### config.mk
export PLATFORM = sky130hd
export DESIGN_NAME = pipelined_control_unit
export DESIGN_NICKNAME = d
export VERILOG_FILES = /design/src/rtl/ctrl_pkg.sv /design/src/rtl/ctrl_decode.sv /design/src/rtl/pipelined_control_unit.sv
export SDC_FILE = /design/constraint.sdc
export NUM_CORES = 1
export LEC_CHECK = 0
export ABC_AREA = 1
export ABC_CLOCK_PERIOD_IN_PS = 3200
export BUFFER_PORTS_ARGS = -buffer_cell sky130_fd_sc_hd__buf_2
export CELL_PAD_IN_SITES_DETAIL_PLACEMENT = 0
export CELL_PAD_IN_SITES_GLOBAL_PLACEMENT = 2
export CORE_AREA = 4 4 94 96
export CTS_CLUSTER_DIAMETER = 80
export DETAILED_ROUTE_END_ITERATION = 8
export DIE_AREA = 0 0 98 100
export PLACE_DENSITY_LB_ADDON = 0.1
export SETUP_SLACK_MARGIN = 0.5
export SLEW_MARGIN = 20
export SYNTH_ARGS = -nofsm -noshare
export SYNTH_HDL_FRONTEND = slang
export SYNTH_SLANG_ARGS = --single-unit
### constraint.sdc
create_clock -name clk -period 3.2 [get_ports clk]
set_input_delay 0.16 -clock clk [delete_from_list [all_inputs] [get_ports clk]]
set_output_delay 0.16 -clock clk [all_outputs]
set_load 0.05 [all_outputs]
### src/rtl/ctrl_pkg.sv
`default_nettype none
// ============================================================================
// Module   : ctrl_pkg
// Purpose  : Shared opcode constants, control-field encodings and the ID/EX
//            control bundle used by the pipelined control unit.
// Ports    : none (package)
// Revision : 1.0 - initial release
// ============================================================================
package ctrl_pkg;

  localparam logic [6:0] OP_R      = 7'b0110011;
  localparam logic [6:0] OP_IMM    = 7'b0010011;
  localparam logic [6:0] OP_LOAD   = 7'b0000011;
  localparam logic [6:0] OP_STORE  = 7'b0100011;
  localparam logic [6:0] OP_BRANCH = 7'b1100011;
  localparam logic [6:0] OP_LUI    = 7'b0110111;
  localparam logic [6:0] OP_AUIPC  = 7'b0010111;
  localparam logic [6:0] OP_JAL    = 7'b1101111;
  localparam logic [6:0] OP_JALR   = 7'b1100111;
  localparam logic [6:0] OP_SYSTEM = 7'b1110011;
  localparam logic [6:0] OP_FENCE  = 7'b0001111;

  localparam logic [6:0] F7_BASE = 7'b0000000;
  localparam logic [6:0] F7_ALT  = 7'b0100000;
  localparam logic [6:0] F7_MDU  = 7'b0000001;

  typedef enum logic [4:0] {
    ALU_ADD    = 5'b00000, ALU_SUB   = 5'b00001, ALU_AND    = 5'b00010,
    ALU_OR     = 5'b00011, ALU_XOR   = 5'b00100, ALU_SLL    = 5'b00101,
    ALU_SRL    = 5'b00110, ALU_SRA   = 5'b00111, ALU_SLT    = 5'b01000,
    ALU_SLTU   = 5'b01001, ALU_LUI   = 5'b01010,
    ALU_MUL    = 5'b10000, ALU_MULH  = 5'b10001, ALU_MULHSU = 5'b10010,
    ALU_MULHU  = 5'b10011, ALU_DIV   = 5'b10100, ALU_DIVU   = 5'b10101,
    ALU_REM    = 5'b10110, ALU_REMU  = 5'b10111
  } alu_ctrl_e;

  typedef enum logic [2:0] {
    IMM_I = 3'b000, IMM_S = 3'b001, IMM_B = 3'b010, IMM_U = 3'b011, IMM_J = 3'b100
  } imm_src_e;

  typedef enum logic [2:0] {
    BR_NONE = 3'b000, BR_BEQ = 3'b001, BR_BNE  = 3'b010, BR_BLT = 3'b011,
    BR_BGE  = 3'b100, BR_BLTU = 3'b101, BR_BGEU = 3'b110
  } branch_e;

  typedef enum logic [1:0] {
    JMP_NONE = 2'b00, JMP_JAL = 2'b10, JMP_JALR = 2'b11
  } jump_e;

  typedef enum logic [3:0] {
    AM_LB = 4'b0000, AM_LH = 4'b0001, AM_LW = 4'b0010, AM_LBU = 4'b0011,
    AM_LHU = 4'b0100, AM_SB = 4'b0101, AM_SH = 4'b0110, AM_SW = 4'b0111,
    AM_NONE = 4'b1000
  } addr_mode_e;

  typedef struct packed {
    alu_ctrl_e  alu_ctrl;
    logic       alu_src;
    logic       alu_src_a;
    imm_src_e   imm_src;
    logic       reg_write;
    logic [4:0] rd;
    branch_e    branch;
    jump_e      jump;
    addr_mode_e addr_mode;
    logic       result_src;
    logic       wd3_src;
    logic       valid;
    logic       illegal;
  } ctrl_bundle_t;

  // Empty EX slot: no memory access, everything else cleared.
  function automatic ctrl_bundle_t ctrl_bubble();
    ctrl_bundle_t b;
    b = '0;
    b.addr_mode = AM_NONE;
    return b;
  endfunction

endpackage
`default_nettype wire

### src/rtl/ctrl_decode.sv
`default_nettype none
// ============================================================================
// Module   : ctrl_decode
// Purpose  : Purely combinational RV32I(+M) decoder producing the control
//            bundle for one instruction and a flag marking divide-class ops.
// Ports    : instr   - 32-bit instruction word
//            bundle  - decoded control bundle (valid = 1)
//            is_div  - DIV/DIVU/REM/REMU (only when M_EXT = 1)
// Revision : 1.0 - initial release
// ============================================================================
module ctrl_decode
  import ctrl_pkg::*;
#(
  parameter int M_EXT = 1
) (
  input  logic [31:0]  instr,
  output ctrl_bundle_t bundle,
  output logic         is_div
);

  logic [6:0] opcode;
  logic [2:0] funct3;
  logic [6:0] funct7;
  logic       illegal;
  logic       unused_bits;
  ctrl_bundle_t b;

  assign opcode      = instr[6:0];
  assign funct3      = instr[14:12];
  assign funct7      = instr[31:25];
  // Register-source fields are not needed for control decode.
  assign unused_bits = ^instr[24:15];

  always_comb begin
    b         = ctrl_bubble();
    b.valid   = 1'b1;
    b.rd      = instr[11:7];
    illegal   = 1'b0;
    is_div    = 1'b0;

    case (opcode)
      OP_R: begin
        b.reg_write = 1'b1;
        case (funct7)
          F7_BASE: begin
            case (funct3)
              3'b000:  b.alu_ctrl = ALU_ADD;
              3'b001:  b.alu_ctrl = ALU_SLL;
              3'b010:  b.alu_ctrl = ALU_SLT;
              3'b011:  b.alu_ctrl = ALU_SLTU;
              3'b100:  b.alu_ctrl = ALU_XOR;
              3'b101:  b.alu_ctrl = ALU_SRL;
              3'b110:  b.alu_ctrl = ALU_OR;
              default: b.alu_ctrl = ALU_AND;
            endcase
          end
          F7_ALT: begin
            if (funct3 == 3'b000)      b.alu_ctrl = ALU_SUB;
            else if (funct3 == 3'b101) b.alu_ctrl = ALU_SRA;
            else                       illegal    = 1'b1;
          end
          F7_MDU: begin
            if (M_EXT != 0) begin
              // MDU codes are 10 followed by funct3.
              b.alu_ctrl = alu_ctrl_e'({2'b10, funct3});
              is_div     = funct3[2];
            end else begin
              illegal = 1'b1;
            end
          end
          default: illegal = 1'b1;
        endcase
      end
      OP_IMM: begin
        b.reg_write = 1'b1;
        b.alu_src   = 1'b1;
        b.imm_src   = IMM_I;
        case (funct3)
          3'b000: b.alu_ctrl = ALU_ADD;
          3'b010: b.alu_ctrl = ALU_SLT;
          3'b011: b.alu_ctrl = ALU_SLTU;
          3'b100: b.alu_ctrl = ALU_XOR;
          3'b110: b.alu_ctrl = ALU_OR;
          3'b111: b.alu_ctrl = ALU_AND;
          3'b001: begin
            if (funct7 == F7_BASE) b.alu_ctrl = ALU_SLL;
            else                   illegal    = 1'b1;
          end
          default: begin
            if (funct7 == F7_BASE)     b.alu_ctrl = ALU_SRL;
            else if (funct7 == F7_ALT) b.alu_ctrl = ALU_SRA;
            else                       illegal    = 1'b1;
          end
        endcase
      end
      OP_LOAD: begin
        b.reg_write  = 1'b1;
        b.alu_src    = 1'b1;
        b.result_src = 1'b1;
        case (funct3)
          3'b000:  b.addr_mode = AM_LB;
          3'b001:  b.addr_mode = AM_LH;
          3'b010:  b.addr_mode = AM_LW;
          3'b100:  b.addr_mode = AM_LBU;
          3'b101:  b.addr_mode = AM_LHU;
          default: illegal     = 1'b1;
        endcase
      end
      OP_STORE: begin
        b.alu_src = 1'b1;
        b.imm_src = IMM_S;
        case (funct3)
          3'b000:  b.addr_mode = AM_SB;
          3'b001:  b.addr_mode = AM_SH;
          3'b010:  b.addr_mode = AM_SW;
          default: illegal     = 1'b1;
        endcase
      end
      OP_BRANCH: begin
        b.alu_ctrl = ALU_SUB;
        b.imm_src  = IMM_B;
        case (funct3)
          3'b000:  b.branch = BR_BEQ;
          3'b001:  b.branch = BR_BNE;
          3'b100:  b.branch = BR_BLT;
          3'b101:  b.branch = BR_BGE;
          3'b110:  b.branch = BR_BLTU;
          3'b111:  b.branch = BR_BGEU;
          default: illegal  = 1'b1;
        endcase
      end
      OP_LUI: begin
        b.reg_write = 1'b1;
        b.alu_src   = 1'b1;
        b.imm_src   = IMM_U;
        b.alu_ctrl  = ALU_LUI;
      end
      OP_AUIPC: begin
        b.reg_write = 1'b1;
        b.alu_src   = 1'b1;
        b.alu_src_a = 1'b1;
        b.imm_src   = IMM_U;
      end
      OP_JAL: begin
        b.reg_write = 1'b1;
        b.alu_src   = 1'b1;
        b.alu_src_a = 1'b1;
        b.imm_src   = IMM_J;
        b.wd3_src   = 1'b1;
        b.jump      = JMP_JAL;
      end
      OP_JALR: begin
        b.reg_write = 1'b1;
        b.alu_src   = 1'b1;
        b.imm_src   = IMM_I;
        b.wd3_src   = 1'b1;
        b.jump      = JMP_JALR;
      end
      // ECALL/EBREAK and FENCE retire with no architectural side effect here.
      OP_SYSTEM, OP_FENCE: b.rd = 5'd0;
      default: illegal = 1'b1;
    endcase

    if (illegal) begin
      b         = ctrl_bubble();
      b.valid   = 1'b1;
      b.illegal = 1'b1;
      is_div    = 1'b0;
    end

    if (b.rd == 5'd0) b.reg_write = 1'b0;
  end

  assign bundle = b;

endmodule
`default_nettype wire

### src/rtl/pipelined_control_unit.sv
`default_nettype none
// ============================================================================
// Module   : pipelined_control_unit
// Purpose  : Decodes the ID instruction and registers the control bundle into
//            the ID/EX boundary with stall/flush support; holds EX while a
//            multi-cycle divide is in flight.
// Ports    : clk, rst (sync, active-high); instr/instr_valid from ID;
//            stall (insert bubble), flush (squash EX and divide);
//            stall_req (hold IF/ID during divide); *E registered controls.
// Revision : 1.0 - initial release
// ============================================================================
module pipelined_control_unit
  import ctrl_pkg::*;
#(
  parameter int DATA_WIDTH = 32,
  parameter int M_EXT      = 1,
  parameter int DIV_CYCLES = 34
) (
  input  logic                  clk,
  input  logic                  rst,
  input  logic [DATA_WIDTH-1:0] instr,
  input  logic                  instr_valid,
  input  logic                  stall,
  input  logic                  flush,
  output logic                  stall_req,
  output logic [4:0]            ALUctrlE,
  output logic                  ALUsrcE,
  output logic                  ALUsrcAE,
  output logic [2:0]            ImmSrcE,
  output logic                  RegWriteE,
  output logic [4:0]            rdE,
  output logic [2:0]            branchE,
  output logic [1:0]            JumpE,
  output logic [3:0]            AddrModeE,
  output logic                  ResultSrcE,
  output logic                  WD3SrcE,
  output logic                  validE,
  output logic                  illegalE
);

  localparam logic [0:0] S_IDLE   = 1'b0;
  localparam logic [0:0] S_BUSY   = 1'b1;
  localparam logic [7:0] DIV_LOAD = 8'(DIV_CYCLES - 1);

  ctrl_bundle_t dec_bundle;
  logic         dec_is_div;
  ctrl_bundle_t e_q, e_d;
  logic [0:0]   state_q, state_d;
  logic [7:0]   cnt_q, cnt_d;

  ctrl_decode #(.M_EXT(M_EXT)) u_decode (
    .instr  (instr[31:0]),
    .bundle (dec_bundle),
    .is_div (dec_is_div)
  );

  if (DATA_WIDTH > 32) begin : g_unused_hi
    logic unused_hi;
    assign unused_hi = ^instr[DATA_WIDTH-1:32];
  end

  // State register and ID/EX register.
  always_ff @(posedge clk) begin
    if (rst) begin
      state_q <= S_IDLE;
      cnt_q   <= 8'd0;
      e_q     <= ctrl_bubble();
    end else begin
      state_q <= state_d;
      cnt_q   <= cnt_d;
      e_q     <= e_d;
    end
  end

  // Next state, divide counter and EX bundle: flush > divide hold > stall > load.
  always_comb begin
    state_d = state_q;
    cnt_d   = cnt_q;
    e_d     = e_q;
    if (flush) begin
      state_d = S_IDLE;
      cnt_d   = 8'd0;
      e_d     = ctrl_bubble();
    end else if (state_q == S_BUSY) begin
      cnt_d = cnt_q - 8'd1;
      if (cnt_q == 8'd1) state_d = S_IDLE;
    end else if (stall || !instr_valid) begin
      e_d = ctrl_bubble();
    end else begin
      e_d = dec_bundle;
      if (dec_is_div) begin
        state_d = S_BUSY;
        cnt_d   = DIV_LOAD;
      end
    end
  end

  // FSM output.
  always_comb begin
    stall_req = (state_q == S_BUSY);
  end

  assign ALUctrlE   = e_q.alu_ctrl;
  assign ALUsrcE    = e_q.alu_src;
  assign ALUsrcAE   = e_q.alu_src_a;
  assign ImmSrcE    = e_q.imm_src;
  assign RegWriteE  = e_q.reg_write;
  assign rdE        = e_q.rd;
  assign branchE    = e_q.branch;
  assign JumpE      = e_q.jump;
  assign AddrModeE  = e_q.addr_mode;
  assign ResultSrcE = e_q.result_src;
  assign WD3SrcE    = e_q.wd3_src;
  assign validE     = e_q.valid;
  assign illegalE   = e_q.illegal;

endmodule
`default_nettype wire

==> results by group <==
Outcome
  – Status: complete, no violations

STA
  – Fin Setup TNS: 0 ns
  – Clock Skew: 0.00283 ns
  – Maximum clock rate: 0.607 GHz
  – Tcrit/Tclk final: 0.515
  – Unrepaired setup endpoints after global routing: false
  – Crit path time final: 1.65 ns
  – Final Hold Fails: 0
  – Actual slew at the worst max-slew pin: 0.868 ns
  – Slew Limit Fails: 0
  – Slew HR: 0.419
  – # setup viols final: 0
  – Fin worst setup slack: 1.55 ns

Yosys
  – Synthesis-stage register bit count: 37
  – Yosys warns: 0
  – Post-Synth XOR/XNOR Area: 0
  – Register area share after synthesis: 0.339
  – Post-Syn Area: 2190 um2
  – Synth Area in Compound Gates: 0.150
  – Area contributors post-synth: dfxtp_1 34%, nand2_1 12%, nand3_1 9.6%
  – Largest family of logic cells by synthesized area: simple AND/OR/NAND/NOR gates
  – Post-Syn Instances: 339
  – Post-Synth Adder-Cell Area: 0.0114
  – Simple-Gate Fraction of Synth Area: 0.402
  – Mean Syn Cell Area: 6.45 um2
  – Synth top area share: 0.339
  – Post-synth top area cell: dfxtp_1
  – Post-synth cell types: 30
  – Syn_nets: 378
  – Mux contribution to synthesized area: 0

Clocking
  – Clock latency on the worst-skew pair: 0.28 ns
  – TritonCTS clock tree: yes
  – Sink Count: 37
  – Post-cts repair resize count: 0
  – Post-CTS setup repair buffer count: 0
  – CTS clk-pin slew, worst paths: 0.07 ns
  – H-tree depth: 2
  – Root buffer cell: clkbuf_8
  – Clock Path Buffers: 2
  – CTS Buf Count: 5
  – CTS Hold Bufs: 0

Drt
  – Vias after detailed routing: 2311
  – Final wirelength: 6620 um
  – DRC violations left: 0
  – Antenna Nets Post-Route: 0
  – TritonRoute pass-1 iters: 5
  – Via density: 4.67
  – DR iter-0 viols: 90
  – Average wire per standard cell: 13.4 um

Finish
  – Layout area overhead: 20.5%
  – Area occupied by multi-input gates: 1230 um2
  – Antenna diode count: 0
  – Layout cells sized above 1: 0.238
  – Layout fillers: 934
  – Nets: 429
  – Sequential Area: 741 um2

Worst setup path
  – Count of buffer and inverter cells on the critical path: 1
  – CP startpoint kind: flop
  – Maximum fanout along the worst path: 23
  – Crit path DAT: 1.86 ns
  – Crit path cell chain: inv_1 -> or2_2 -> a21oi_1
  – Crit-path slowest cell: dfxtp_1
  – Worst Path Required: 3.41 ns
  – CP Capture Type: flop
  – Crit path kind: flop to flop
  – CP delay by family, top: flip-flops
  – CP max stage delay: 0.58 ns

Floorplanning
  – # IOs: 67
  – Die W: 98 um
  – Die height: 100 um
  – Die footprint: 9800 um2
  – Core area: 8050 um2
  – Num rows: 33
  – Initial Util: 0.272

Pwr
  – Clk pwr share: 0.373
  – Max IR drop VDD: 0.000143 V
  – Pwr dens: 335 nW/um2
  – Sw Ratio: 0.251
  – Combinational power share: 0.104
  – Leak: 1.15 nW
  – Pint: 0.000660 W
  – Reg power frac: 0.523
  – Total chip power: 0.000882 W
  – Switching power: 0.000222 W

Place
  – Placer Congestion: 0.792
  – DP HPWL: 5090 um
  – # port buffers: 56
  – DP Worst Slack: 1.41 ns

GRT
  – GRT Residual Overflow: 0
  – Initial antenna violation count: 0
  – First-pass GRT wire length: 11000 um
  – Largest net degree at the start of global routing: 29
  – Number of global-route vias before repair: 2238
  – All-Layer GR Usage: 0.138

Worst hold path
  – Worst Hold Class: primary input to flop

Run
  – Max_cap viols: 0
## layer usage
layer	track usage	wire, um
met5	0	0
met4	0.0288	32
met1	0.186	3190
met2	0.226	3030
met3	0.0354	365
## layout by cell type (no fill, tap or decap)
master,n
o31ai_1,3
a211oi_1,2
ha_1,2
nand2_1,72
inv_2,6
nor4_1,1
a21oi_2,1
clkbuf_1,1
and2_1,1
clkinv_1,1
nor3_1,4
or2_2,1
nor2_2,5
dfxtp_1,37
o211ai_1,2
a21oi_1,38
nor2_4,6
nand3_2,2
nand4_1,10
nor2_1,36
a311oi_1,1
nand3_1,42
buf_4,3
buf_2,56
nand2_2,7
o22ai_1,2
inv_1,31
o21ai_0,11
clkbuf_8,6
## sequential cells by signal, summed over array words and instances, names as in the netlist
register and cells:
ALUsrcAE 1, cnt_q 8, ResultSrcE 1, validE 1, ImmSrcE 3, branchE 3, illegalE 1, ALUctrlE 5
ALUsrcE 1, RegWriteE 1, AddrModeE 4, rdE 5, stall_req 1, JumpE 2
## cell families (layout without fill, tap and decap cells)
| kind of cell | after synthesis | count (layout) |
|---|---|---|
| buffers and inverters | 53 | 104 |
| and+or+nand+nor | 187 | 187 |
| DFF | 37 | 37 |
| AOI/OAI and AO/OA | 60 | 60 |
| adders and majority gates | 2 | 2 |
## synthesized netlist by cell type (all sizes together)
| library cell | number |
|---|---|
| nand2 | 79 |
| nor2 | 47 |
| nand3 | 44 |
| a21oi | 39 |
| dfxtp | 37 |
| inv | 37 |
| o21ai | 11 |
| nand4 | 10 |
| clkbuf | 9 |
| buf | 6 |
| nor3 | 4 |
| o31ai | 3 |
| a211oi | 2 |
| ha | 2 |
| o211ai | 2 |
| o22ai | 2 |
| a311oi | 1 |
| and2 | 1 |
| clkinv | 1 |
| nor4 | 1 |
| or2 | 1 |
## metrics by stage
stage                     hold slack (ns)  instances  area, um2  utilization
final                               0.120        495       2640        0.327
after global routing                0.119        495       2640        0.327
after CTS                           0.115        495       2640        0.327
after detailed placement            0.417        488       2550        0.317
after global placement              0.426        488       2550        0.317
after floorplan                     0.303        339       2190            -
## worst paths after layout
kind	startpoint	endpoint	slack [ns]	depth (start not counted)
hold / removal	rst	AddrModeE[3]$_SDFFE_PP1N_	0.12	3
setup reg to reg	stall_req$_SDFF_PP0_	cnt_q[1]$_SDFFE_PP0P_	1.55	3
hold reg to reg	ALUctrlE[4]$_SDFFE_PP0N_	ALUctrlE[4]$_SDFFE_PP0N_	0.46	2
setup / recovery	stall_req$_SDFF_PP0_	cnt_q[1]$_SDFFE_PP0P_	1.55	3
## power groups by stage
| stage | sequential, W | combinational, W | clock [W] |
|---|---|---|---|
| 2_1_floorplan | 0.000476 | 0.0000531 | 0 |
| 3_3_place_gp | 0.000472 | 0.0000940 | 0 |
| 3_5_place_dp | 0.000472 | 0.0000929 | 0 |
| 4_1_cts | 0.000461 | 0.0000932 | 0.000343 |
| 5_1_grt | 0.000461 | 0.000104 | 0.000363 |
| 6_report | 0.000462 | 0.0000918 | 0.000329 |
## final cells by class
type,instances,area share
Clock buffer,7,0.0327
Inverter,38,0.0541
Multi-Input combinational cell,249,0.467
Sequential cell,37,0.281
Tap cell,105,0.0498
Timing Repair Buffer,59,0.115
## worst min-delay path, stage by stage
cell and delay [ns]:
buf_2 0.07, nor2_1 0.06, nand3_1 0.08
(Power assumes the default switching activity.)
